[config.mk]
export PLATFORM = sky130hd
export DESIGN_NAME = weight_stream_loader
export DESIGN_NICKNAME = d
export VERILOG_FILES = /design/src/rtl/weight_stream_pkg.sv /design/src/rtl/wsl_chan_fifo.sv /design/src/rtl/weight_stream_loader.sv
export SDC_FILE = /design/constraint.sdc
export NUM_CORES = 1
export LEC_CHECK = 0
export CAP_MARGIN = 20
export CORE_MARGIN = 1
export CORE_UTILIZATION = 30
export CTS_CLUSTER_DIAMETER = 60
export CTS_CLUSTER_SIZE = 25
export DETAILED_ROUTE_END_ITERATION = 10
export PLACE_DENSITY_LB_ADDON = 0.3
export SLEW_MARGIN = 30
export SYNTH_ARGS = -nofsm -noshare
export SYNTH_HDL_FRONTEND = slang
export SYNTH_HIERARCHICAL = 1
export SYNTH_SLANG_ARGS = --single-unit
export TNS_END_PERCENT = 1
[constraint.sdc]
create_clock -name clk -period 9.12 [get_ports clk]
set_input_delay 0.912 -clock clk [delete_from_list [all_inputs] [get_ports clk]]
set_output_delay 0.912 -clock clk [all_outputs]
set_load 0.005 [all_outputs]
[src/rtl/weight_stream_pkg.sv]
// Shared state type, default widths and derived width constants for the weight stream loader.
package weight_stream_pkg;

    typedef enum logic [1:0] {IDLE, RUN, DRAIN, FIN} state_t;

    localparam int DEF_DATA_WIDTH = 32;
    localparam int DEF_NUM_CH     = 4;
    localparam int DEF_ADDR_WIDTH = 24;
    localparam int DEF_LEN_WIDTH  = 24;
    localparam int DEF_FIFO_DEPTH = 4;
    localparam int MAX_CH         = 16;

    // The tag is sized for the largest supported channel count so every build shares one width.
    localparam int CH_IDX_W = $clog2(MAX_CH);
    localparam int CNT_W    = $clog2(DEF_FIFO_DEPTH) + 1;

    function automatic int cnt_width(input int depth);
        return $clog2(depth) + 1;
    endfunction

endpackage

[src/rtl/wsl_chan_fifo.sv]
// Single-clock per-channel word FIFO; head is forced to zero while empty.
module wsl_chan_fifo
    import weight_stream_pkg::*;
#(
    parameter int DATA_WIDTH = DEF_DATA_WIDTH,
    parameter int DEPTH      = DEF_FIFO_DEPTH,
    parameter int CW         = CNT_W
) (
    input  logic                  clk,
    input  logic                  reset,
    input  logic                  flush,
    input  logic                  push,
    input  logic [DATA_WIDTH-1:0] push_data,
    input  logic                  pop,
    output logic [DATA_WIDTH-1:0] head,
    output logic [CW-1:0]         count,
    output logic                  empty,
    output logic                  full
);

    localparam int AW = $clog2(DEPTH);

    logic [DATA_WIDTH-1:0] storage [DEPTH];
    logic [AW-1:0]         rd_ptr;
    logic [AW-1:0]         wr_ptr;
    logic                  do_push;
    logic                  do_pop;

    assign empty   = (count == '0);
    assign full    = (count == CW'(DEPTH));
    assign do_pop  = pop && !empty;
    assign do_push = push && (!full || do_pop);
    assign head    = empty ? '0 : storage[rd_ptr];

    always_ff @(posedge clk) begin
        if (do_push) begin
            storage[wr_ptr] <= push_data;
        end
    end

    always_ff @(posedge clk) begin
        if (!reset || flush) begin
            rd_ptr <= '0;
            wr_ptr <= '0;
            count  <= '0;
        end else begin
            if (do_push) begin
                wr_ptr <= wr_ptr + AW'(1);
            end
            if (do_pop) begin
                rd_ptr <= rd_ptr + AW'(1);
            end
            if (do_push && !do_pop) begin
                count <= count + CW'(1);
            end else if (!do_push && do_pop) begin
                count <= count - CW'(1);
            end
        end
    end

endmodule

[src/rtl/weight_stream_loader.sv]
// Round-robin feeder sharing one weight-memory read port across NUM_CH consumer FIFOs.
// Optional abort input enabled by defining WEIGHT_STREAM_LOADER_ABORT_EN.
module weight_stream_loader
    import weight_stream_pkg::*;
#(
    parameter int DATA_WIDTH = DEF_DATA_WIDTH,
    parameter int NUM_CH     = DEF_NUM_CH,
    parameter int ADDR_WIDTH = DEF_ADDR_WIDTH,
    parameter int LEN_WIDTH  = DEF_LEN_WIDTH,
    parameter int FIFO_DEPTH = DEF_FIFO_DEPTH
) (
    input  logic                         clk,
    input  logic                         reset,
    input  logic                         start,
    input  logic [NUM_CH*ADDR_WIDTH-1:0] cfg_base,
    input  logic [NUM_CH*LEN_WIDTH-1:0]  cfg_len,
`ifdef WEIGHT_STREAM_LOADER_ABORT_EN
    input  logic                         abort,
`endif
    output logic                         mem_rd_en,
    output logic [ADDR_WIDTH-1:0]        mem_addr,
    input  logic [DATA_WIDTH-1:0]        mem_rd_data,
    output logic [NUM_CH-1:0]            w_valid,
    output logic [NUM_CH*DATA_WIDTH-1:0] w_data,
    input  logic [NUM_CH-1:0]            w_ready,
    output logic                         busy,
    output logic                         done
);

    localparam int CW = cnt_width(FIFO_DEPTH);

    state_t                state;
    state_t                state_next;
    logic [ADDR_WIDTH-1:0] addr_q [NUM_CH];
    logic [LEN_WIDTH-1:0]  rem_q  [NUM_CH];
    logic [CH_IDX_W-1:0]   rr_ptr;
    logic [CH_IDX_W-1:0]   tag_q;
    logic [CH_IDX_W-1:0]   grant_idx;
    logic                  inflight_q;
    logic                  grant_valid;
    logic                  abort_req;
    logic                  all_issued;
    logic                  all_empty;
    logic [NUM_CH-1:0]     eligible;
    logic [NUM_CH-1:0]     fifo_push;
    logic [NUM_CH-1:0]     fifo_empty;
    logic [NUM_CH-1:0]     fifo_full;
    logic [CW-1:0]         fifo_count [NUM_CH];
    logic [DATA_WIDTH-1:0] fifo_head  [NUM_CH];

`ifdef WEIGHT_STREAM_LOADER_ABORT_EN
    assign abort_req = abort && ((state == RUN) || (state == DRAIN));
`else
    assign abort_req = 1'b0;
`endif

    always_ff @(posedge clk) begin
        if (!reset) begin
            state <= IDLE;
        end else begin
            state <= state_next;
        end
    end

    always_comb begin
        state_next = state;
        case (state)
            IDLE:    if (start) state_next = RUN;
            RUN:     if (abort_req) state_next = IDLE;
                     else if (all_issued) state_next = DRAIN;
            DRAIN:   if (abort_req) state_next = IDLE;
                     else if (!inflight_q && all_empty) state_next = FIN;
            FIN:     state_next = IDLE;
            default: state_next = IDLE;
        endcase
    end

    always_comb begin
        busy = 1'b0;
        done = 1'b0;
        case (state)
            RUN, DRAIN: busy = 1'b1;
            FIN:        done = 1'b1;
            default:    ;
        endcase
    end

    always_comb begin
        all_issued = 1'b1;
        all_empty  = 1'b1;
        for (int c = 0; c < NUM_CH; c++) begin
            if (rem_q[c] != '0) all_issued = 1'b0;
            if (!fifo_empty[c]) all_empty = 1'b0;
        end
    end

    // A read still in flight reserves its FIFO slot, so a returning word always finds room.
    always_comb begin
        eligible    = '0;
        grant_valid = 1'b0;
        grant_idx   = '0;
        mem_addr    = '0;
        for (int c = 0; c < NUM_CH; c++) begin
            eligible[c] = (state == RUN) && !abort_req && (rem_q[c] != '0) &&
                (({1'b0, fifo_count[c]} + (CW+1)'(inflight_q && (tag_q == CH_IDX_W'(c))))
                 < (CW+1)'(FIFO_DEPTH));
        end
        for (int k = 0; k < NUM_CH; k++) begin
            for (int c = 0; c < NUM_CH; c++) begin
                if (!grant_valid && eligible[c] && (c == (int'(rr_ptr) + k) % NUM_CH)) begin
                    grant_valid = 1'b1;
                    grant_idx   = CH_IDX_W'(c);
                    mem_addr    = addr_q[c];
                end
            end
        end
    end

    assign mem_rd_en = grant_valid;

    always_ff @(posedge clk) begin
        if (!reset) begin
            for (int c = 0; c < NUM_CH; c++) begin
                addr_q[c] <= '0;
                rem_q[c]  <= '0;
            end
            rr_ptr     <= '0;
            tag_q      <= '0;
            inflight_q <= 1'b0;
        end else begin
            inflight_q <= grant_valid;
            if (grant_valid) begin
                tag_q  <= grant_idx;
                rr_ptr <= (grant_idx == CH_IDX_W'(NUM_CH - 1)) ? '0 : grant_idx + CH_IDX_W'(1);
            end
            for (int c = 0; c < NUM_CH; c++) begin
                if ((state == IDLE) && start) begin
                    addr_q[c] <= cfg_base[c*ADDR_WIDTH +: ADDR_WIDTH];
                    rem_q[c]  <= cfg_len[c*LEN_WIDTH +: LEN_WIDTH];
                end else if (grant_valid && (grant_idx == CH_IDX_W'(c))) begin
                    addr_q[c] <= addr_q[c] + ADDR_WIDTH'(1);
                    rem_q[c]  <= rem_q[c] - LEN_WIDTH'(1);
                end
            end
        end
    end

    generate
        for (genvar c = 0; c < NUM_CH; c++) begin : g_chan
            assign fifo_push[c] = inflight_q && (tag_q == CH_IDX_W'(c));

            wsl_chan_fifo #(
                .DATA_WIDTH (DATA_WIDTH),
                .DEPTH      (FIFO_DEPTH),
                .CW         (CW)
            ) u_fifo (
                .clk       (clk),
                .reset     (reset),
                .flush     (abort_req),
                .push      (fifo_push[c]),
                .push_data (mem_rd_data),
                .pop       (w_valid[c] && w_ready[c]),
                .head      (fifo_head[c]),
                .count     (fifo_count[c]),
                .empty     (fifo_empty[c]),
                .full      (fifo_full[c])
            );

            assign w_valid[c]                          = !fifo_empty[c];
            assign w_data[c*DATA_WIDTH +: DATA_WIDTH] = fifo_head[c];

            always @(posedge clk) begin
                if (reset && !abort_req) begin
                    assert (!(fifo_push[c] && fifo_full[c]));
                end
            end
        end
    endgenerate

endmodule

; After elaboration in Yosys (flattened, before gate mapping)
; Memory sizes are Yosys's and may differ from the RTL's. A register that Yosys moved wholly into a read port is not among the register bits.
; Index checks and enable logic that the tools add are counted.
[word_totals]
reg_bits = 37
ramBits = 704
in_bits = 231
output_inout_bits = 159
word_cells = 360
n_memories = 6
[memory_table]
columns = name, words, word_bits, read_ports, rd_ports_with_merged_regs, wr, line_no
row1 = g_chan[0].u_fifo.storage, 4, 32, 1, 1, 1, wsl_chan_fifo.sv:23  ; logic [DATA_WIDTH-1:0] storage [DEPTH];
row2 = g_chan[1].u_fifo.storage, 4, 32, 1, 1, 1, wsl_chan_fifo.sv:23
row3 = g_chan[2].u_fifo.storage, 4, 32, 1, 1, 1, wsl_chan_fifo.sv:23
row4 = g_chan[3].u_fifo.storage, 4, 32, 1, 1, 1, wsl_chan_fifo.sv:23
row5 = addr_q, 4, 24, 4, 0, 4, weight_stream_loader.sv:34  ; logic [ADDR_WIDTH-1:0] addr_q [NUM_CH];
row6 = rem_q, 4, 24, 4, 0, 4, weight_stream_loader.sv:35  ; logic [LEN_WIDTH-1:0] rem_q [NUM_CH];
[op_classes]
add_sub_neg = 32
n_lt_le_gt_ge = 4
n_eq_ne = 28
mux = 126
bitwise = 19
n_reduce_logical = 129
[ops]
columns = operator, count
row1 = $mux 24, 32
row2 = $logic_not 32->1, 4
row3 = $mux 32, 4
row4 = $add 24x1->24 const B, 4
row5 = $reduce_bool 24->1, 4
row6 = $sub 24x1->24 const B, 4
row7 = $logic_and 1x1->1, 69
row8 = $mux 4, 14
row9 = $mux 1, 55
row10 = $logic_not 1->1, 32
row11 = $mux 2, 12
row12 = $mux 3, 8
row13 = $add 2x1->2 const B, 10
row14 = $eq 3x3->1 const A, 6
row15 = $add 3x1->4, 4
row16 = $eq 4x2->1 const B, 4
row17 = $lt 4x3->1 const B, 4
row18 = $or 1x1->1, 16
row19 = $add 3x1->3 const B, 4
row20 = $eq 3x3->1 const B, 4
row21 = $logic_not 3->1, 4
row22 = $sub 3x1->3 const B, 4
row23 = $eq 2x3->1 const A, 3
row24 = $eq 4x1->1 const B, 2
row25 = other kinds (14), 31

; Longest topological paths before layout
; Gate-level depths: netlist of run 1.
[logic_depth]
word_depth = 74
depth_mapped = 17
ltp_nobuf = 12

; Cells and area by module
; Netlist of run 1, hierarchy kept.
[modules_own_cells]
columns = mod, n_inst, cells_each, area_each_um2, seq_area_each_um2
row1 = wsl_chan_fifo, 4, 253, 5295.1, 4023.9
row2 = weight_stream_loader, 1, 1736, 14993.1, 5905.7

; Least setup slack after synthesis of run 1
; OpenSTA, ideal clock, no wires.
[synth_timing]
path_type = reg-to-reg
from = memory rem_q[3][3] (netlist bit)
to = memory addr_q[3][0] (netlist bit), enable pin
setup_time_ps = 406
arrival_ps = 4004
t_required_ps = 8714
path_slack_ps = 4710
stages_incl_launch_ff = 13
n_path_buf = 2
period_less_slack_ps = 4410
path_cell_list = edfxtp_1 -> or4_1 -> nor4_2 -> a31oi_1 -> buf_4 -> nor3_2 -> o21ai_1 -> clkbuf_1 -> o31a_1 -> inv_1 -> ha_1 -> nand2_1 -> nand2_1
[synth_rtl]
columns = element, line_no
row1 = start: declaration, weight_stream_loader.sv:35
row2 = end: declaration, weight_stream_loader.sv:34

==> flow_metrics.tcl, run 1 <==
set metrics [dict create \
    cts_setup_buffers 0 \
    peakVddDrop_v 0.000224 \
    run_status "complete, no violations" \
    timing.critical_path.to_type "primary output" \
    postRouteWirelength_mm 121 \
    global_route_wire_length_before_repair_mm 174 \
    globalRoute.totalOverflow 0 \
    share_of_total_power_consumed_by_net_switching_pct 36.2 \
    detail_route.iter0.violations 2476 \
    dr.pass1.iters 6 \
    n_fill_cell 11400 \
    synth_area_um2 36100 \
    grt_setup_unrepaired "false" \
    share_seq_of_total_power_pct 42.7 \
    pins_over_slew_limit 0 \
    post_cts_resize_count 0 \
    crit_path_start_kind "flop" \
    post-place-cells 4617 \
    worstSetupPathType "reg -> out" \
    p_per_area_nw_per_um2 270 \
    boundaryPins 390 \
    crit_path_max_incr_delay_ns 0.78 \
    design.die.area_um2 122000 \
    yosysWarnings 6 \
    areaGrowthSynthToFinish_pct 23.2 \
    cts-buffers-inserted 73 \
    worstMarginPinSlew_ns 1.03 \
    final_cell_mix "edfxtp_1 (704), clkdlybuf4s50_1 (389), nand2_1 (300)" \
    clock_power_share_pct 28.1 \
    hp-class "reg -> reg" \
    critPathArrivalTime_ns 5.94 \
    leading_cell_type_in_the_layout_fill_and_taps_excluded "edfxtp_1" \
    ctsRootBufferMaster "clkbuf_16" \
    htree_levels 3 \
    comb_power_share_pct 29.2 \
    cts_hold_buf 0 \
    vias 25100 \
    max_clock_freq_ghz 0.146 \
    clock-skew-final_ns 0.0484 \
    grt_max_degree 97 \
    min_period_over_period_pct 75.2 \
    num-nets-final 3364 \
    final.setup.tns_ns 0 \
    number_of_vias_per_cell_after_detailed_routing 5.27 \
    syn_avg_cell_area_um2 13.2 \
    port-buffer-count 389 \
    power.static_leakage_nw 13.9 \
    critical_path_peak_fanout 18 \
    cap_viol_max_count 0 \
    coreArea_um2 119000 \
    clk_transition_reported_paths_ns 0.06 \
    report.final.setup_viol 0 \
    slew_headroom_pct 30.7 \
    gp_routability_congestion 0.970 \
    insertion_delay_ns 0.69 \
    hold_violations 0 \
    clockBufferDepth 3 \
    floorplan.initialDensity_pct 30.4 \
    antenna_violating_nets_post_route 0 \
    num_rows 126 \
    cts_num_sinks 747 \
    cts_tree "built" \
    syn-instance-count 2744 \
    net-switching-power_mw 4.36 \
    fp.dieH_um 349 \
    grt_pass1_vias 24800 \
    grt_util_all_layers_pct 19.5 \
    grt_antenna_before_repair 10 \
    floorplan.die.width_um 349 \
    avgRoutedWirePerCell_um 25.5 \
    final_cell_count_no_fill 4756 \
    internal_power_mw 7.67 \
    cells_along_the_critical_path "inv_1, ha_1, nor4b_1, and3_1, a21o_1, nand4_1, buf_4, nand3_1, a2111oi_0, o31ai_1, clkdlybuf4s50_1" \
    drive_gt1_share_pct 12.4 \
    min_period_ns 6.85 \
    required_ns 8.21 \
    drt_drc_violations_left 0 \
    cp_slowest_cell "and3_1" \
    dp_hpwl_mm 81.1 \
]
==> worst paths after layout <==
check	start	endpoint	slack, ns	cells after the start
max	rem_q[1][0]	mem_addr[12]	2.27	11
min	g_chan[1].u_fifo/rd_ptr[1]	flop	0.49	2
max reg2reg	rem_q[1][0]	rem_q[3][11]	3.44	13
min reg2reg	g_chan[1].u_fifo/rd_ptr[1]	flop	0.49	2
==> metrics by stage <==
stage	worst slack [ns]	total power, mW	utilization, %	hold WS [ns]	instance area [um2]
3_5_place_dp	2.54	8.67	35.2	0.474	41800
3_3_place_gp	2.70	8.67	35.2	0.464	41800
2_1_floorplan	4.71	6.91	-	0.459	36200
6_report	2.27	12.0	37.5	0.487	44500
5_1_grt	2.12	12.6	37.5	0.507	44500
4_1_cts	1.75	12.1	37.5	0.490	44500
==> flip-flops by register name, indices dropped and copies added, names as in the netlist, named ones only <==
signal / flops
g_chan.u_fifo/rd_ptr: 8
g_chan.u_fifo/wr_ptr: 8
g_chan.u_fifo/count: 12
g_chan.u_fifo/storage: 512
addr_q: 96
tag_q: 2
state: 2
rr_ptr: 2
rem_q: 96
inflight_q: 1
==> layer usage <==
metal	global-route usage, %	up-vias	routed length, um
met3	4.82	236	9560
met4	7.61	12	4710
met1	25.1	12500	50300
met2	31.3	1050	56500
met5	0	-	79
li1	-	11200	-
==> cell type report <==
class / instances / area [um2] / area share, %
Antenna cell: 2 / 5.00 / 0.0112
Clock buffer: 83 / 1890 / 4.23
Clock inverter: 53 / 795 / 1.78
Inverter: 52 / 195 / 0.438
Multi-Input combinational cell: 1767 / 13300 / 29.8
Sequential cell: 747 / 22000 / 49.4
Tap cell: 1600 / 2000 / 4.49
Timing Repair Buffer: 452 / 4370 / 9.82
==> critical path, delay by kind of cell, from the launching register on <==
family | cells | cell delay [ns]
and+or+nand+nor | 4 | 2.24
AOI/OAI and AO/OA | 3 | 1.35
buffers and inverters | 3 | 1.05
DFF | 1 | 0.41
adders and majority gates | 1 | 0.20
==> power by group through the flow <==
stage | logic [mW] | clock network (mW) | registers (mW)
2_1_floorplan | 2.12 | 0 | 4.79
3_3_place_gp | 3.47 | 0 | 5.20
3_5_place_dp | 3.48 | 0 | 5.19
4_1_cts | 3.50 | 3.46 | 5.12
5_1_grt | 3.79 | 3.58 | 5.19
6_report | 3.51 | 3.38 | 5.14
Power figures use the tool's default switching activity.
==> run 2, diff against run 1 <==
Clock period 9.12 ns to 6.4 ns, I/O delays scaled along.
==> run 2 against run 1 <==
Non-clock buffer count grew 16. Critical endpoint is now mem_addr[2]. Largest power group unchanged. Cell area grew 0.54%. Clock skew shrank 0.0040 ns. Largest cell class unchanged. Clock power grew 45%. Critical path type unchanged. First-iteration DRC count grew 1.7%. Via count is essentially flat. Total power grew 44%. Die area is the same.
==> flow_metrics.tcl, run 2 (same netlist as run 1, synthesis figures left out) <==
set metrics [dict create \
    drt_drc_violations_left 0 \
    p_per_area_nw_per_um2 387 \
    slew_headroom_pct 34.2 \
    drt-met1-wl_mm 50.9 \
    worstMarginPinSlew_ns 0.984 \
    run_status "complete, no violations" \
    clock-skew-final_ns 0.0445 \
    net-switching-power_mw 6.33 \
    largest_register_ff_count 512 \
    grt_antenna_before_repair 10 \
    ctsRootBufferMaster "clkbuf_16" \
    coreArea_um2 119000 \
    peakVddDrop_v 0.000298 \
    floorplan.initialDensity_pct 30.4 \
    crit-reg2reg-capture "rem_q[3][3]" \
    worst_hold_path.num_cells 2 \
    clockBufferDepth 3 \
    design.die.area_um2 122000 \
    r2r_cell_count 13 \
    cts_num_sinks 747 \
    areaGrowthSynthToFinish_pct 23.9 \
    share_seq_of_total_power_pct 42.4 \
    worstSetupPathType "reg -> out" \
    worst-r2r-setup-slack_ns 1.57 \
    post_cts_resize_count 0 \
    final_cell_count_no_fill 4777 \
    dp_hpwl_mm 81.7 \
    cts_setup_buffers 0 \
    floorplan.die.width_um 349 \
    num-nets-final 3384 \
    critical_path_peak_fanout 15 \
    insertion_delay_ns 0.69 \
    grt_pass1_vias 24900 \
    grt_max_degree 86 \
    boundaryPins 390 \
    largest_regs "g_chan.u_fifo/storage x512, addr_q x96, rem_q x96" \
    clock_power_share_pct 28.3 \
    setup_ws_ns 0.293 \
    max_clock_freq_ghz 0.164 \
    cts_tree "built" \
    vias 25100 \
    avgRoutedWirePerCell_um 25.5 \
    wl_met3_mm 9.67 \
    gp_routability_congestion 0.951 \
    num_rows 126 \
    preCtsSetupSlack_ns 0.849 \
    power.static_leakage_nw 14.0 \
    topRoutingLayerUsed "met5" \
    timing.critical_path.to_type "primary output" \
    final.setup.tns_ns 0 \
    global_route_wire_length_before_repair_mm 176 \
    cts_hold_buf 0 \
    min_from "g_chan[1].u_fifo/rd_ptr[1]" \
    grt_setup_unrepaired "false" \
    postRouteWirelength_mm 122 \
    cap_viol_max_count 0 \
    registers.top_by_ff_count "g_chan.u_fifo/storage" \
    fp.dieH_um 349 \
    min_period_over_period_pct 95.4 \
    final_cell_mix "edfxtp_1 (704), clkdlybuf4s50_1 (389), nand2_1 (300)" \
    cts-buffers-inserted 77 \
    drive_gt1_share_pct 13.0 \
    crit-reg2reg-launch "rem_q[1][16]" \
    detail_route.iter0.violations 2518 \
    clk_transition_reported_paths_ns 0.06 \
    htree_levels 3 \
    pins_over_slew_limit 0 \
    comb_power_share_pct 29.4 \
    share_of_total_power_consumed_by_net_switching_pct 36.5 \
    required_ns 5.76 \
    post-place-cells 4633 \
    grt_util_all_layers_pct 19.6 \
    crit_path_start_kind "flop" \
    met2RoutedLength_mm 57.0 \
    antenna_violating_nets_post_route 0 \
    internal_power_mw 11.0 \
    leading_cell_type_in_the_layout_fill_and_taps_excluded "edfxtp_1" \
    dr.pass1.iters 6 \
    critPathArrivalTime_ns 5.47 \
    hp-class "reg -> reg" \
    diodes 0 \
    port-buffer-count 389 \
    min_period_ns 6.11 \
    number_of_vias_per_cell_after_detailed_routing 5.25 \
    hold_violations 0 \
    report.final.setup_viol 0 \
    globalRoute.totalOverflow 0 \
]
run 2: how the worst max path moves through the flow:
| stage | to | start | cells after the start |
|---|---|---|---|
| global placement | mem_addr[2] | rem_q[3][3] | 8 |
| detailed placement | mem_addr[2] | rem_q[3][3] | 8 |
| CTS | mem_addr[2] | rem_q[3][3] | 8 |
| finish | mem_addr[2] | rem_q[0][0] | 10 |
| floorplan | addr_q[3][0] | rem_q[3][3] | 12 |
| global route | mem_addr[12] | rem_q[0][0] | 10 |
run 2: layout make-up:
type | instances | area (um2)
timing repair buffer | 468 | 4520
fill | 11300 | 73900
inverter | 52 | 195
clock buffer | 85 | 1960
multi-input combinational | 1767 | 13300
clock inverter | 58 | 840
tap | 1600 | 2000
sequential | 747 | 22000
run 2: power by group through the flow:
stage	Clock [mW]	Sequential, mW	Combinational (mW)
6_report	4.90	7.34	5.09
5_1_grt	5.18	7.40	5.49
4_1_cts	5.01	7.30	5.08
3_5_place_dp	0	7.39	5.05
3_3_place_gp	0	7.40	5.06
2_1_floorplan	0	6.83	3.02
run 2: stage by stage:
step	hold WS [ns]	total power, mW	area, um2	util [%]
finish	0.491	17.3	44800	37.7
global route	0.501	18.1	44800	37.7
CTS	0.488	17.4	44800	37.7
detailed placement	0.470	12.4	42000	35.3
global placement	0.464	12.5	41900	35.3
floorplan	0.459	9.85	36200	-
run 2: worst max-delay path, stage by stage (launching register included):
cell and delay (ns):
edfxtp_1 0.40, inv_1 0.07, ha_1 0.20, or4b_1 0.47, or4_1 0.86, o21ai_4 0.45, nand4_1 0.42, nand3_1 0.64
a211oi_1 0.10, o31ai_1 0.57, clkdlybuf4s50_1 0.63
run 2: layer usage:
metal,global-route usage [%],vias to the layer above
met1,25.8,12600
met4,6.87,18
met2,31.6,1007
met3,4.64,192
li1,-,11300
met5,0,-
==> run 3, diff against run 2 <==
Settings changed: CORE_ASPECT_RATIO from default to 0.5.
==> run 3 against run 2 <==
Core utilization decreased by 1.1 points. Clock power shrank 33%. Die area barely moved. Register-to-register slack worse by 0.24 ns. Largest cell class unchanged. Cell area shrank 2.9%. Cell count down 1.7%. Worst hold slack better by 0.0031 ns. Setup slack lost 0.055 ns. First-iteration DRC count is 12% lower. Critical path depth did not move. Total power down 9.4%. Clock-buffer cell count fell by 31.
==> flow_metrics.tcl, run 3 (same netlist as run 1, synthesis figures left out) <==
set metrics [dict create \
    timing.critical_path.to_type "primary output" \
    gp_routability_congestion 0.932 \
    slew_headroom_pct 36.7 \
    post_cts_resize_count 0 \
    final_cell_mix "edfxtp_1 (704), clkdlybuf4s50_1 (389), nand2_1 (300)" \
    worstSetupPathType "reg -> out" \
    clock-skew-final_ns 0.0471 \
    critPathArrivalTime_ns 5.52 \
    detail_route.iter0.violations 2216 \
    floorplan.initialDensity_pct 30.4 \
    postRouteWirelength_mm 117 \
    min_period_over_period_pct 96.3 \
    num-nets-final 3348 \
    place_area_um2 42000 \
    ctsRootBufferMaster "clkbuf_16" \
    num_rows 89 \
    cts_tree "built" \
    worstMarginPinSlew_ns 0.944 \
    cap_viol_max_count 0 \
    worst-r2r-setup-slack_ns 1.33 \
    cts-buffers-inserted 45 \
    layout.cell_area.non_filler_um2 43500 \
    vias 24700 \
    critical_path_peak_fanout 15 \
    boundaryPins 390 \
    n_fill_cell 11500 \
    grt_pass1_vias 24700 \
    required_ns 5.76 \
    grt_util_all_layers_pct 18.7 \
    cts_num_sinks 747 \
    clockBufferDepth 3 \
    drive_gt1_share_pct 11.2 \
    cts_hold_buf 0 \
    cts_setup_buffers 0 \
    crit_path_start_kind "flop" \
    avgRoutedWirePerCell_um 24.9 \
    design.die.area_um2 122000 \
    registers.top_by_ff_count "g_chan.u_fifo/storage" \
    htree_levels 2 \
    max_clock_freq_ghz 0.162 \
    drt_drc_violations_left 0 \
    largest_regs "g_chan.u_fifo/storage x512, addr_q x96, rem_q x96" \
    grt_max_degree 98 \
    floorplan.die.width_um 493 \
    pins_over_slew_limit 0 \
    grt_setup_unrepaired "false" \
    coreArea_um2 119000 \
    grt_antenna_before_repair 7 \
    final.setup.tns_ns 0 \
    leading_cell_type_in_the_layout_fill_and_taps_excluded "edfxtp_1" \
    areaGrowthSynthToFinish_pct 20.3 \
    antenna_violating_nets_post_route 0 \
    port-buffer-count 389 \
    globalRoute.totalOverflow 0 \
    largest_register_ff_count 512 \
    clk_transition_reported_paths_ns 0.10 \
    dp_hpwl_mm 79.3 \
    number_of_vias_per_cell_after_detailed_routing 5.26 \
    global_route_wire_length_before_repair_mm 169 \
    hp-class "reg -> reg" \
    fp.dieH_um 247 \
    min_period_ns 6.16 \
    insertion_delay_ns 0.65 \
    p_per_area_nw_per_um2 361 \
    dr.pass1.iters 6 \
    report.final.setup_viol 0 \
    peakVddDrop_v 0.000234 \
    run_status "complete, no violations" \
    power.static_leakage_nw 13.4 \
    hold_violations 0 \
]
[run 3: final timing paths]
check,from,to,depth (start not counted)
max,rem_q[0][0],mem_addr[11],10
min,g_chan[2].u_fifo/rd_ptr[1],flop,2
max reg2reg,rem_q[0][0],rem_q[0][3],13
min reg2reg,g_chan[2].u_fifo/rd_ptr[1],flop,2
[run 3: layer usage]
layer / global-route usage [%] / share of wire, %
met1: 24.5 / 43
met2: 32.5 / 50
met3: 2.62 / 4.7
met4: 4.98 / 2.7
met5: 0 / 0
[run 3: per-stage QoR]
| step | util, % | hold slack (ns) | power (mW) | cells | worst slack [ns] |
|---|---|---|---|---|---|
| global route | 36.6 | 0.528 | 16.4 | 4697 | 0.0760 |
| detailed placement | 35.4 | 0.479 | 12.5 | 4622 | 0.922 |
| CTS | 36.6 | 0.493 | 15.8 | 4696 | 0.183 |
| finish | 36.6 | 0.494 | 15.7 | 4697 | 0.238 |
| global placement | 35.3 | 0.462 | 12.5 | 4621 | 0.964 |
| floorplan | - | 0.459 | 9.85 | 2751 | 1.99 |
[run 3: critical path, cell delays in order (launching register included)]
cell,delay (ns)
edfxtp_1,0.42
inv_1,0.08
ha_1,0.22
or4b_1,0.46
or4_1,0.85
o21ai_4,0.53
nand4_1,0.46
nand3_2,0.46
a2111oi_0,0.12
o31ai_1,0.65
clkdlybuf4s50_1,0.63
[run 3: final cells by class]
type,count,area [um2],share of cell area (%)
clock inverter,20,305,0.702
inverter,52,195,0.449
tap,1592,1990,4.58
clock buffer,54,1170,2.69
timing repair buffer,464,4500,10.3
antenna,1,2.50,0.00576
sequential,747,22000,50.6
multi-input combinational,1767,13300,30.6
[run 3: power breakdown]
part	internal (mW)	leakage (nW)	switching (mW)
Sequential	6.27	7.07	1.07
Clock	1.44	0.716	1.82
Combinational	2.09	5.61	3.02
